[config.mk]
export PLATFORM = sky130hd
export DESIGN_NAME = clkdiv_bank
export DESIGN_NICKNAME = d
export VERILOG_FILES = /design/src/rtl/clkdiv_bank.sv
export SDC_FILE = /design/constraint.sdc
export NUM_CORES = 1
export LEC_CHECK = 0
export CORE_AREA = 2 2 212 214
export DETAILED_ROUTE_END_ITERATION = 12
export DIE_AREA = 0 0 214 216
export PLACE_DENSITY = 0.72
export SLEW_MARGIN = 40
export SYNTH_ARGS = -nofsm -noshare
export SYNTH_HDL_FRONTEND = slang
export SYNTH_SLANG_ARGS = --single-unit
[constraint.sdc]
create_clock -name clk -period 7.8 [get_ports clk]
set_input_delay 1.56 -clock clk [delete_from_list [all_inputs] [get_ports clk]]
set_output_delay 1.56 -clock clk [all_outputs]
set_load 0.005 [all_outputs]
[src/rtl/clkdiv_bank.sv]
// clkdiv_bank: NCH independent programmable clock dividers sharing one clock.
// Each channel makes a one-cycle tick and a near-50% square wave every D cycles,
// with per-channel run enable, runtime divisor reload and a group phase-align.

// One divider channel. Outputs are registered from the next counter value so
// downstream logic never sees a combinational path from the counter.
module clkdiv_ch #(
   parameter int               CNT_W   = 24,
   parameter logic [CNT_W-1:0] DIV_RST = '0
) (
   input  logic             clk,
   input  logic             clr_n,
   input  logic             i_en,
   input  logic             i_ld,
   input  logic [CNT_W-1:0] i_ld_div,
   input  logic             i_align,
   output logic             o_tick,
   output logic             o_clk_out,
   output logic [CNT_W-1:0] o_div
);
   logic [CNT_W-1:0] r_cnt, r_div;
   logic             r_tick, r_clk;
   logic [CNT_W-1:0] w_dm1, w_hi_th, w_cnt_nxt;

   // Last count of a period, and the count at which the square wave goes high
   // (high for floor(D/2) cycles at the end of each period).
   assign w_dm1   = r_div - CNT_W'(1);
   assign w_hi_th = r_div - (r_div >> 1);

   // Wrap at D-1; the >= also recovers cleanly if cnt were ever past D-1.
   always_comb begin
      w_cnt_nxt = r_cnt + CNT_W'(1);
      if (r_cnt >= w_dm1) w_cnt_nxt = '0;
   end

   // Counter, divisor and output registers; restart > halt (D=0) > hold > count.
   always_ff @(posedge clk or negedge clr_n) begin
      if (!clr_n) begin
         r_cnt  <= '0;
         r_div  <= DIV_RST;
         r_tick <= 1'b0;
         r_clk  <= 1'b0;
      end else if (i_ld || i_align) begin
         r_cnt  <= '0;
         r_tick <= 1'b0;
         r_clk  <= 1'b0;
         if (i_ld) r_div <= i_ld_div;
      end else if (r_div == '0) begin
         r_cnt  <= '0;
         r_tick <= 1'b0;
         r_clk  <= 1'b0;
      end else if (!i_en) begin
         r_tick <= 1'b0;
      end else begin
         r_cnt  <= w_cnt_nxt;
         r_tick <= (w_cnt_nxt == w_dm1);
         r_clk  <= (w_cnt_nxt >= w_hi_th);
      end
   end

   assign o_tick    = r_tick;
   assign o_clk_out = r_clk;
   assign o_div     = r_div;
endmodule

module clkdiv_bank #(
   parameter int                     NCH      = 4,
   parameter int                     CNT_W    = 24,
   parameter logic [NCH*CNT_W-1:0]   DIV_INIT = {24'd1000, 24'd2, 24'h100000, 24'd4}
) (
   input  logic                 clk,
   input  logic                 clr_n,
   input  logic [NCH-1:0]       ch_en,
   input  logic                 load,
   input  logic [3:0]           load_ch,
   input  logic [CNT_W-1:0]     load_div,
   input  logic                 align,
   output logic [NCH-1:0]       tick,
   output logic [NCH-1:0]       clk_out,
   output logic [NCH*CNT_W-1:0] div_q
);
   logic [NCH-1:0] w_ld;

   // Out-of-range load_ch matches no channel, so such a load is a no-op.
   for (genvar g = 0; g < NCH; g++) begin : g_ch
      assign w_ld[g] = load && (load_ch == 4'(g));

      clkdiv_ch #(
         .CNT_W   (CNT_W),
         .DIV_RST (DIV_INIT[g*CNT_W +: CNT_W])
      ) u_ch (
         .clk       (clk),
         .clr_n     (clr_n),
         .i_en      (ch_en[g]),
         .i_ld      (w_ld[g]),
         .i_ld_div  (load_div),
         .i_align   (align),
         .o_tick    (tick[g]),
         .o_clk_out (clk_out[g]),
         .o_div     (div_q[g*CNT_W +: CNT_W])
      );
   end
endmodule

# Yosys cells after proc, flatten, opt, wreduce, memory -nomap -nowiden
# Cells that the tools add are included.
# totals
register_bits	200
in_bits	36
out_inout_bits	104
word_cells	104
# op_classes
n_addsub	12
n_lt_le_gt_ge	8
eq_ne	7
muxes	40
n_reduce_logical	21
# ops
cell	n
2-to-1 mux 24 bit	16
greater-or-equal comparator 24 bit	8
adder 24 x 1 -> 24 bit, second input constant	4
== test 24 bit	4
zero test 24 bit	4
subtractor 24 x 1 -> 24 bit, second input constant	4
subtractor 24 x 23 -> 24 bit	4
2-to-1 mux 1 bit	24
nonzero test 3 bit	4
== test 4 x 2 -> 1 bit, second input constant	2
AND reduction 2 bit	4
== test 4 x 1 -> 1 bit, second input constant	1
logical AND 1 bit	4
zero test 4 bit	1
logical OR 1 bit	4

# Longest topological paths before layout
# depth
ltp_word	7
depth_mapped	29
mapped_depth_nobuf	27

# Cells and area by module
# From an unflattened synthesis, not the netlist that was laid out.
# unflattened
cells_unflattened	2869
area_unflattened_um2	23446.2
# modules_own_cells
module	instances	cells_per_inst	area_per_inst_um2	seq_area_each_um2
clkdiv_ch (g_ch[1].u_ch)	1	728	5933.2	1252.5
clkdiv_ch (g_ch[0].u_ch)	1	721	5835.6	1252.5
clkdiv_ch (g_ch[3].u_ch)	1	716	5811.8	1258.7
clkdiv_ch (g_ch[2].u_ch)	1	699	5800.6	1252.5
clkdiv_bank	1	5	65.1	0.0

# Worst setup path after synthesis
# OpenSTA, ideal clock, no wires.
# synth_timing
path_kind	register to register
from	reg g_ch[0].u_ch.r_div[2]
to	reg g_ch[0].u_ch.r_clk
setup_time_ns	0.143
arrival_ns	5.633
required_ns	7.657
slack_ns	2.024
path_stages_with_launch	28
path_buffers	2
synth_period_minus_slack_ns	5.776
cell_sequence	dfstp_2 inv_1 ha_1 a21bo_2 a311oi_2 and3_1 nand4_1 nor2_1 xnor2_1 ha_1 nand4_1 nor4_1 o21ai_0 o21bai_2 clkbuf_1 clkbuf_1 nand2b_1 ha_1 nand2b_1 a21o_1 a21o_1 a211oi_1 o21bai_1 a31oi_1 o21ai_0 maj3_1 nand4_1 a211oi_1
# synth_via
elab_chain_cells	7
elab_cells_between_ends	10
# synth_rtl
item	line_no	text
start: declaration	21	logic [CNT_W-1:0] r_cnt, r_div;
start signal: assignment	47	if (i_ld) r_div <= i_ld_div;
subtractor 24 x 1 -> 24 bit	27	assign w_dm1 = r_div - CNT_W'(1);
greater-or-equal comparator 24 bit	33	if (r_cnt >= w_dm1) w_cnt_nxt = '0;
2-to-1 mux 24 bit	33	
greater-or-equal comparator 24 bit	57	r_clk <= (w_cnt_nxt >= w_hi_th);
2-to-1 mux 1 bit	52	end else if (!i_en) begin
2-to-1 mux 1 bit	48	end else if (r_div == '0) begin
2-to-1 mux 1 bit	43	end else if (i_ld || i_align) begin
end signal: assignment	57	
end: declaration	22	logic r_tick, r_clk;
# Several ways; a longest one is shown, not always the timed one. The select of a mux whose other input is x is not followed.
# A chain may end at the register's enable or synchronous reset.

# Worst setup path in the final report
# layout_timing
from	reg g_ch[3].u_ch.r_div[1]
to	reg g_ch[3].u_ch.r_clk
# layout_via
elab_chain_cells	7
elab_cells_between_ends	10
# layout_rtl
item	line_no
start: declaration	21
start signal: assignment	47
subtractor 24 x 1 -> 24 bit	27
greater-or-equal comparator 24 bit	33
2-to-1 mux 24 bit	33
greater-or-equal comparator 24 bit	57
2-to-1 mux 1 bit	52
2-to-1 mux 1 bit	48
2-to-1 mux 1 bit	43
end signal: assignment	57
end: declaration	22
# Several ways; a longest one is shown, not always the timed one. The select of a mux whose other input is x is not followed.

==> run summary <==
total CTS buffers - 17
period utilisation layout - 0.8299
element type at the critical path start - register
Wirelength per Cell - 18.92 um
Initial Util - 0.5241
Die ar. - 46220 um2
remaining routing DRC violations - 0
Post-Layout Cell Count - 3425
vias - 19.81k
clk_lat worst skew - 0.52 ns
DP Cell Count - 3393
Pwr Density - 240.0 nW/um2
Synth area leader - ha_1
crit-path max cell delay - 0.60 ns
Post-synth top flop - dfrtp_1
clock sink count - 200
Comb pwr share - 0.628
GRT overflow - 0
FF-to-FF setup slack - 1.33 ns
die width - 214 um
Critical R2R Capture - g_ch[3].u_ch.o_clk_out
DR vias/cell - 5.782
Setup Buffers After CTS - 0
clock power share - 0.151
GRT met3 Usage - 0.04327
post-CTS resize count - 0
initial antenna violation count - 2
drt total wl - 64800 um
worst path required time - 8.21 ns
GR Layer Usage met2 - 0.4577
Syn Area/Cell - 8.455 um2
Hold Path Class - reg2reg
normalized max-slew margin - 0.4966
Cells after Synth - 2717
Leak - 11.86 nW
1st-pass router iterations - 6
ant diodes - 0
fraction of layout cells with a size suffix above 1 - 0.06424
fin crit period - 6.473 ns
gr busiest metal - met2
# rows - 77
Worst Setup End Kind - register
Layout Skew - 0.01499 ns
Mapped Nets - 3153
Synth top area share - 0.2157
unrepaired setup endpoints after global routing - false
worst setup path endpoint - g_ch[3].u_ch.o_clk_out
Die Y - 216 um
GP Congestion - 0.9139
largest net degree at the start of global routing - 86
critical path type - reg2reg
DRT antenna net count - 0
Worst Path Arrival - 6.88 ns
Crit. path cell count - 25
total internal power - 3.272 mW
crit path max-delay cell type - or2_1
CTS tree - yes
EDFF count, synth - 0
CP max FO - 16
max_cap viols - 0
reg2reg start - g_ch[3].u_ch.o_div[1]
ys async rst share - 1.000
Synth Cell Area - 22970 um2
PnR Total Power - 6.115 mW
register area share after synthesis - 0.2183
Reg clk slew, reported paths - 0.09 ns
cell mode on critical path - a21o_1
# IOs - 140
setup violators final - 0
FF-to-FF path depth - 25
register share of total power - 0.221
vias in the first global route - 19.35k
final count of hold timing violations - 0
DRT iter0 DRCs - 1372
first-pass GRT wire length - 103700 um
synthesized flop and latch total - 200
global-route total usage across every layer - 0.2821
NumNets Final - 3256
CP top delay family - simple AND/OR/NAND/NOR gates
switching pwr - 2.844 mW
YS warnings - 0
worst path bufs/invs - 2
Area contributors post-synth - ha_1 (22%), dfrtp_1 (21%), xnor2_1 (9.2%)
Netlist cell types - 95
f_max - 154.5 MHz
htree depth - 4
CTS Hold Bufs - 0
status - complete, no violations
Worst Setup SP - g_ch[3].u_ch.o_div[1]
Clock Path Buffers - 2
Root Driver - clkbuf_16
max-slew violation count - 0
Slew @ Worst Pin - 0.7552 ns
DP Wirelength - 51820 um
synth-to-layout area growth - 10.90%
Sum Neg Setup Slack - 0 ns
Max VDD drop - 174.8 uV
met1 Use GR - 0.3703
core footprint - 43840 um2
I/O Buffers - 139
switching share of total power - 0.4650
-- per-stage QoR --
| step | setup slack (ns) | hold slack (ns) | util | instance area [um2] |
|---|---|---|---|---|
| after CTS | 1.417 | 0.5825 | 0.5811 | 25470 |
| final | 1.327 | 0.5808 | 0.5812 | 25480 |
| after detailed placement | 1.487 | 0.5653 | 0.5682 | 24910 |
| after global routing | 0.9050 | 0.6070 | 0.5812 | 25480 |
| after floorplan | 2.024 | 0.5199 | - | 22970 |
| after global placement | 1.630 | 0.5543 | 0.5680 | 24900 |
-- worst reg2reg max path, delay by kind of cell, from the launching register on --
family                   cells  cell delay [ns]
AO/OA/AOI/OAI                9             1.99
XOR/XNOR                     1             0.08
adder cells (fa/ha/maj)      4             1.18
buffers and inverters        2             0.27
flip-flops                   1             0.49
AND/OR/NAND/NOR              9             2.35
-- layer usage --
layer / part of all wire / vias up
met4: 0.046 / 2
met1: 0.45 / 9459
met3: 0.045 / 134
met2: 0.46 / 508
li1: - / 9702
met5: 0.00020 / -
-- synthesized netlist by cell type, types with 48 or more instances --
cell type  number
ha_1          396
mux2i_1        62
nand2_1       172
inv_1         200
o21ai_0       100
dfrtp_1       191
mux2_2         49
a21o_1         48
xor2_1         95
a21oi_1       147
nor3_1         83
nand4_1        53
nand3_1        91
nor2_1        309
xnor2_1       241
-- cells by family (layout without fill, tap and decap cells) --
logic type	count (synthesis)	in the layout	synth area share
compound gates	471	471	0.1329
fa+ha+maj	403	403	0.2205
simple gates	921	921	0.1991
buf+inv	273	389	0.04869
flops	200	200	0.2183
mux	111	111	0.05103
xor+xnor	338	338	0.1295
-- cells in the final DEF, fill, tap and decap left out, types with 10 or more instances in the layout --
| master | instances |
|---|---|
| a21oi_1 | 147 |
| clkbuf_16 | 17 |
| nor2_2 | 15 |
| and2_1 | 10 |
| o22ai_1 | 15 |
| and4_1 | 15 |
| nor2b_1 | 23 |
| nor4_1 | 25 |
| o21ai_0 | 100 |
| o21bai_1 | 24 |
| nand3_1 | 91 |
| nand2b_1 | 37 |
| nand2_1 | 169 |
| a21o_1 | 48 |
| and3_1 | 27 |
| nor3_1 | 82 |
| mux2_2 | 49 |
| ha_1 | 396 |
| nand4_1 | 53 |
| buf_4 | 15 |
| dfrtp_1 | 191 |
| a31oi_1 | 16 |
| clkdlybuf4s50_1 | 138 |
| mux2i_1 | 62 |
| a211oi_1 | 17 |
| xor2_1 | 95 |
| inv_1 | 200 |
| nor2_1 | 308 |
| xnor2_1 | 241 |
-- registers in the layout, summed over array words and instances, names as in the netlist --
signal,cells
g_ch.u_ch.o_div,96
g_ch.u_ch.r_cnt,96
g_ch.u_ch.o_clk_out,4
g_ch.u_ch.o_tick,4
-- power by group through the flow --
stage	logic (mW)	clock network, mW	registers [mW]
after floorplan	2.69	0	1.32
after CTS	3.81	0.937	1.35
after detailed placement	3.77	0	1.37
final	3.84	0.922	1.35
after global placement	3.64	0	1.36
after global routing	4.25	0.978	1.37
-- worst min path at each step --
| stage | start | to | cells after the start |
|---|---|---|---|
| 2_1_floorplan | g_ch[0].u_ch.o_clk_out | g_ch[0].u_ch.o_clk_out | 2 |
| 3_3_place_gp | g_ch[2].u_ch.o_div[12] | g_ch[2].u_ch.o_div[12] | 1 |
| 3_5_place_dp | g_ch[2].u_ch.o_div[16] | g_ch[2].u_ch.o_div[16] | 1 |
| 4_1_cts | g_ch[2].u_ch.o_div[6] | g_ch[2].u_ch.o_div[6] | 1 |
| 5_1_grt | g_ch[3].u_ch.o_div[10] | g_ch[3].u_ch.o_div[10] | 1 |
| 6_report | g_ch[2].u_ch.o_div[16] | g_ch[2].u_ch.o_div[16] | 1 |
-- final cells by class --
type / instances / area (um2)
Fill cell: 3916 / 18360
Multi-Input combinational cell: 2244 / 16880
Inverter: 202 / 758.2
Clock inverter: 14 / 128.9
Clock buffer: 18 / 439.2
Tap cell: 592 / 740.7
Timing Repair Buffer: 155 / 1519
Sequential cell: 200 / 5016
Power figures use the tool's default switching activity.
